## src/rtl/magic_seq.sv

```systemverilog
// rtl/magic_seq.sv - program-store sequencer issuing INIT/EVAL command pairs to a NOR crossbar
module magic_seq #(
    parameter  int DEPTH = 64,
    parameter  int NCELL = 64,
    localparam int AW    = $clog2(NCELL),
    localparam int PW    = $clog2(DEPTH),
    localparam int WW    = 1 + 3 * AW
) (
    input  logic          clk_i,
    input  logic          rst_i,
    input  logic          prog_we_i,
    input  logic [PW-1:0] prog_addr_i,
    input  logic [WW-1:0] prog_data_i,
    input  logic          start_i,
    input  logic [PW:0]   op_count_i,
    input  logic          xbar_ready_i,
    output logic          cmd_valid_o,
    output logic          cmd_init_o,
    output logic          cmd_nor_o,
    output logic [AW-1:0] cmd_src_a_o,
    output logic [AW-1:0] cmd_src_b_o,
    output logic [AW-1:0] cmd_dst_o,
    output logic          busy_o,
    output logic          done_o,
    output logic          err_o,
    output logic [PW-1:0] pc_o
);
    typedef enum logic [1:0] {S_IDLE, S_INIT, S_EVAL, S_DONE} state_t;

    localparam logic [PW:0] MAX_COUNT = (PW + 1)'(DEPTH);

    state_t        state_q, state_d;
    logic [PW-1:0] pc_q, pc_d;
    logic [PW:0]   count_q, count_d;
    logic          err_q, err_d;

    logic [WW-1:0] prog_mem [DEPTH];
    logic [WW-1:0] word;
    logic          w_nor;
    logic [AW-1:0] w_a, w_b, w_d;
    logic          illegal;

    // Store is frozen during a run so the presented command cannot change under a stall.
    always_ff @(posedge clk_i) begin
        if (prog_we_i && (state_q == S_IDLE || state_q == S_DONE)) begin
            prog_mem[prog_addr_i] <= prog_data_i;
        end
    end

    assign word    = prog_mem[pc_q];
    assign w_nor   = word[WW-1];
    assign w_a     = word[3*AW-1:2*AW];
    assign w_b     = word[2*AW-1:AW];
    assign w_d     = word[AW-1:0];
    // Initialising DST would destroy an operand the evaluate step still needs.
    assign illegal = (w_d == w_a) || (w_nor && (w_d == w_b));

    always_ff @(posedge clk_i or posedge rst_i) begin
        if (rst_i) begin
            state_q <= S_IDLE;
            pc_q    <= '0;
            count_q <= '0;
            err_q   <= 1'b0;
        end else begin
            state_q <= state_d;
            pc_q    <= pc_d;
            count_q <= count_d;
            err_q   <= err_d;
        end
    end

    always_comb begin
        state_d     = state_q;
        pc_d        = pc_q;
        count_d     = count_q;
        err_d       = err_q;
        cmd_valid_o = 1'b0;
        cmd_init_o  = 1'b0;
        cmd_nor_o   = 1'b0;
        cmd_src_a_o = '0;
        cmd_src_b_o = '0;
        cmd_dst_o   = '0;
        case (state_q)
            S_IDLE: begin
                if (start_i) begin
                    err_d = 1'b0;
                    pc_d  = '0;
                    if (op_count_i == '0) begin
                        state_d = S_DONE;
                    end else begin
                        count_d = (op_count_i > MAX_COUNT) ? MAX_COUNT : op_count_i;
                        state_d = S_INIT;
                    end
                end
            end
            S_INIT: begin
                if (illegal) begin
                    err_d   = 1'b1;
                    state_d = S_DONE;
                end else begin
                    cmd_valid_o = 1'b1;
                    cmd_init_o  = 1'b1;
                    cmd_dst_o   = w_d;
                    if (xbar_ready_i) begin
                        state_d = S_EVAL;
                    end
                end
            end
            S_EVAL: begin
                cmd_valid_o = 1'b1;
                cmd_nor_o   = w_nor;
                cmd_src_a_o = w_a;
                cmd_src_b_o = w_nor ? w_b : '0;
                cmd_dst_o   = w_d;
                if (xbar_ready_i) begin
                    if ({1'b0, pc_q} == count_q - (PW + 1)'(1)) begin
                        state_d = S_DONE;
                    end else begin
                        pc_d    = pc_q + 1'b1;
                        state_d = S_INIT;
                    end
                end
            end
            S_DONE: state_d = S_IDLE;
            default: state_d = S_IDLE;
        endcase
    end

    assign busy_o = (state_q == S_INIT) || (state_q == S_EVAL);
    assign done_o = (state_q == S_DONE);
    assign err_o  = err_q;
    assign pc_o   = pc_q;
endmodule

```

## config.mk

```make
export PLATFORM = sky130hd
export DESIGN_NAME = magic_seq
export DESIGN_NICKNAME = d
export VERILOG_FILES = /design/src/rtl/magic_seq.sv
export SDC_FILE = /design/constraint.sdc
export NUM_CORES = 1
export LEC_CHECK = 0
export CORE_UTILIZATION = 50
export CTS_CLUSTER_DIAMETER = 60
export DETAILED_ROUTE_END_ITERATION = 8
export PLACE_DENSITY_LB_ADDON = 0.2
export SLEW_MARGIN = 20
export SYNTH_ARGS = -nofsm -noshare
export SYNTH_HDL_FRONTEND = slang
export SYNTH_SLANG_ARGS = --single-unit
```

## constraint.sdc

```tcl
create_clock -name clk_i -period 3.9 [get_ports clk_i]
set_clock_uncertainty 0.1 [all_clocks]
set_input_delay 0.585 -clock clk_i [delete_from_list [all_inputs] [get_ports clk_i]]
set_output_delay 0.585 -clock clk_i [all_outputs]
set_load 0.02 [all_outputs]
```

==> metrics.log <==
INFO  metric drt_first_iter_violations = approximately 3,400
INFO  metric vias = 27,800
INFO  metric critical_path.startpoint_type = register
INFO  metric tritoncts = yes
INFO  metric grt_setup_unrepaired = yes
INFO  metric grt.overflow.total = 0
INFO  metric floorplan.rows = 114
INFO  metric irDropWorstVdd = 0.000417 V
INFO  metric drc_errors = 0
INFO  metric hold_class = in2reg
INFO  metric total_power = 35.6 mW
INFO  metric synth_edf_count = approximately 1,200
INFO  metric synth.avg_cell_area = approximately 19 sq um
INFO  metric first_pass_iters = 6
INFO  metric cp.arrival = roughly 4400 ps
INFO  metric timing.rr.end = state_q[1]
INFO  metric die_w = approximately 310 um
INFO  metric worst-setup-path-type = reg2out
INFO  metric port_buffers = 66
INFO  metric grt_start_max_net_pins = between 60 and 70
INFO  metric pin_count = 67
INFO  metric avgRoutedWirePerCell = around 32 um
INFO  metric gp_routability_congestion = 0.985
INFO  metric max_slew.worst_pin.slew = approximately 1100 ps
INFO  metric power.internal = 25.6 mW
INFO  metric synth-warning-count = 0
INFO  metric synthArstFlopShare = 0.0130
INFO  metric syn-instance-count = roughly 2,600
INFO  metric design.die.area = 98,600 sq um
INFO  metric power_frac_clock = 0.312
INFO  metric timing.fmax = a little under 200 MHz
INFO  metric max-cap-violations = 0
INFO  metric die_y = roughly 310 um
INFO  metric path_clk_slew = 60 ps
INFO  metric min_period_over_period = 1.30
INFO  metric outcome = complete, but fails checks
INFO  metric detail_route.wirelength = about 140 mm
INFO  metric grt_antenna_before_repair = 7
INFO  metric nets = between 3,000 and 4,000
INFO  metric cts_buffers = 121
INFO  metric syn2layout_area_growth = 22.2%
INFO  metric max_transition_margin = 0.261
INFO  metric yosys_most_used_dff = sky130_fd_sc_hd__edfxtp_1
INFO  metric power_leakage = slightly below 20 nW
INFO  metric cts-htree-levels = 3
INFO  metric viasPerCell = 6.18
INFO  metric finalHoldViolCount = 0
INFO  metric pwr_density_cell = approximately 600 nW/um^2
INFO  metric synth_seq_area_share = 0.758
INFO  metric reg2reg_from = pc_o[0]
INFO  metric drive_above_1_share = 0.322
INFO  metric antenna_left = 0
INFO  metric syn-cell-area = ~50,000 sq um
INFO  metric seq_power_share = 0.416
INFO  metric mappedNetlistNets = 2,604
INFO  metric holdCritStartpoint = prog_data_i[17]
INFO  metric cts_buffer_depth = 3
INFO  metric synth.distinct_cells = 67
INFO  metric grt_pass1_wl = between 200 and 250 mm
INFO  metric timing.critical_path.fanout_max = 7
INFO  metric setup.reg_to_reg.worst_slack = -90 ps
INFO  metric cp-end-kind = output port
INFO  metric power_switching_share = 0.283
INFO  metric clk_root_buffer_cell = sky130_fd_sc_hd__clkbuf_16
INFO  metric first_global_vias = 27,400
INFO  metric gr-usage-all-layers = 0.296
INFO  metric p_switching = 10.1 mW
INFO  metric combinationalPowerShare = 0.272
INFO  metric insertedDiodeCount = 0
INFO  metric setup_ws = -1180 ps
INFO  metric clkLatencyLatePin = between 700 and 800 ps
INFO  metric drv_slew = 0
INFO  metric report.final.setup_viol = 23
INFO  metric synth_seq_cells = roughly 1,200
INFO  metric period_minus_slack = a little over 5000 ps
INFO  metric core_area = just under 100,000 sq um
INFO  metric clock_sink_count = about 1,200
INFO  metric worst_hold_path.num_cells = 1
INFO  metric start_util = 0.504
INFO  metric violations = negative setup slack
INFO  metric reg2regPathDepth = 17
INFO  metric hold_path_end = prog_mem[44][17]
INFO  metric detailed_place_hpwl = 92.3 mm
INFO  metric fin_util = 0.616
INFO  metric timing.critical_path.required = roughly 3200 ps
## worst max-delay path by stage
stage / from / to
2_1_floorplan: pc_o[0] / cmd_dst_o[0]
3_3_place_gp: pc_o[0] / cmd_dst_o[0]
3_5_place_dp: pc_o[0] / cmd_dst_o[0]
4_1_cts: pc_o[0] / cmd_dst_o[2]
5_1_grt: pc_o[0] / cmd_dst_o[4]
6_report: pc_o[0] / cmd_dst_o[4]
## worst max-delay path: stages (launching register included)
cell and delay [ps]:
sky130_fd_sc_hd__dfrtp_4 540, sky130_fd_sc_hd__buf_12 180, sky130_fd_sc_hd__buf_12 110, sky130_fd_sc_hd__buf_16 110, sky130_fd_sc_hd__mux4_2 500, sky130_fd_sc_hd__a22o_4 260
sky130_fd_sc_hd__a221oi_4 320, sky130_fd_sc_hd__nand3_2 150, sky130_fd_sc_hd__buf_4 170, sky130_fd_sc_hd__xnor2_1 150, sky130_fd_sc_hd__nand2_1 90, sky130_fd_sc_hd__o211ai_1 100
sky130_fd_sc_hd__buf_4 190, sky130_fd_sc_hd__nor2_2 60, sky130_fd_sc_hd__o31a_4 370, sky130_fd_sc_hd__nor3b_4 220, sky130_fd_sc_hd__buf_6 140
## power by group through the flow
stage               Sequential, mW  Clock, mW  Combinational (mW)
floorplan                     15.1          0                4.76
global placement              15.1          0                8.19
detailed placement            15.1          0                8.27
CTS                           14.8       11.2                9.24
global route                  14.8       11.7                10.1
finish                        14.8       11.1                9.70
## registers in the layout, summed over array words and instances (netlist names)
register and cells:
prog_mem 1216, count_q 7, pc_o 6, state_q 2, err_o 1
## cell families (layout without fill, tap and decap cells)
family,count (synthesis),after routing,synth area share
multiplexers,488,488,0.139
AND/OR/NAND/NOR,348,348,0.0343
flip-flops,1232,1232,0.758
adder cells (fa/ha/maj),6,6,0.00154
buffers and inverters,158,809,0.0197
XOR/XNOR,21,21,0.00378
AO/OA/AOI/OAI,308,308,0.0436
## through the flow
step	std cells	setup TNS (ps)	cell area, sq um	setup slack [ps]	hold WS (ps)
after floorplan	2561	0	48700	9.62	372
after global placement	4176	-14250	53900	-1320	429
after CTS	4461	-16170	59000	-1160	169
after global routing	4488	-17310	59500	-1260	203
after detailed placement	4176	-13830	53900	-1270	438
final	4488	-15980	59500	-1180	204
## synth_stat cells, drive strengths merged (6+ instances only)
cell / instances / share of area
ha: 6 / 0.0015
nor2: 121 / 0.0093
xor2: 10 / 0.0018
a22o: 6 / 0.0011
nor3: 12 / 0.0013
nand2: 84 / 0.0065
edfxtp: 1216 / 0.75
mux2: 11 / 0.0025
nor3b: 9 / 0.0020
nor2b: 12 / 0.0015
o22ai: 48 / 0.0062
nand3b: 6 / 0.00093
buf: 92 / 0.015
nand3: 50 / 0.0051
a22oi: 113 / 0.017
mux4: 148 / 0.068
clkbuf: 47 / 0.0036
o211ai: 6 / 0.00093
a21oi: 31 / 0.0032
o31ai: 11 / 0.0017
a221oi: 10 / 0.0019
inv: 19 / 0.0015
nand4: 21 / 0.0027
mux2i: 329 / 0.068
o21ai: 50 / 0.0051
a211oi: 6 / 0.0011
xnor2: 11 / 0.0020
dfrtp: 16 / 0.0082
and2: 7 / 0.00090
nand2b: 7 / 0.00090
## metal layers
layer  wire, um  GRT usage  share of wire
met1      57400      0.417           0.40
met5         27          0        0.00019
met3      14300     0.0570          0.099
met2      67400      0.461           0.47
met4       5390      0.110          0.037
## layout by cell type, fill, tap and decap left out, types with 32 or more instances in the layout
cell                           n
sky130_fd_sc_hd__a22oi_1     108
sky130_fd_sc_hd__buf_12       62
sky130_fd_sc_hd__buf_4       387
sky130_fd_sc_hd__buf_6        48
sky130_fd_sc_hd__clkbuf_1     32
sky130_fd_sc_hd__clkbuf_16   123
sky130_fd_sc_hd__edfxtp_1   1216
sky130_fd_sc_hd__mux2i_1     317
sky130_fd_sc_hd__mux4_2      148
sky130_fd_sc_hd__nand2_1      81
sky130_fd_sc_hd__nand3_1      44
sky130_fd_sc_hd__nor2_1       48
sky130_fd_sc_hd__nor2_2       68
sky130_fd_sc_hd__o21ai_0      37
sky130_fd_sc_hd__o22ai_1      44
## area by class of cell
class | instances | area (sq um)
clock buffers | 154 | 3170
well taps | 1276 | 1600
flip-flops and latches | 1232 | 36900
fillers | 6840 | 37100
multi-input cells | 1171 | 11500
repair buffers | 568 | 5610
clock inverters | 68 | 573
inverters | 19 | 71.3
## repair_timing
item,4_1_cts,5_1_grt
cloned,11,1
pin swaps,38,32
setup buffers,57,32
hold buffers,0,0
gates resized for setup,221,75
hold endpoints to repair,0,0
endpoints found under the setup margin,24,24
(Power assumes the default switching activity.)
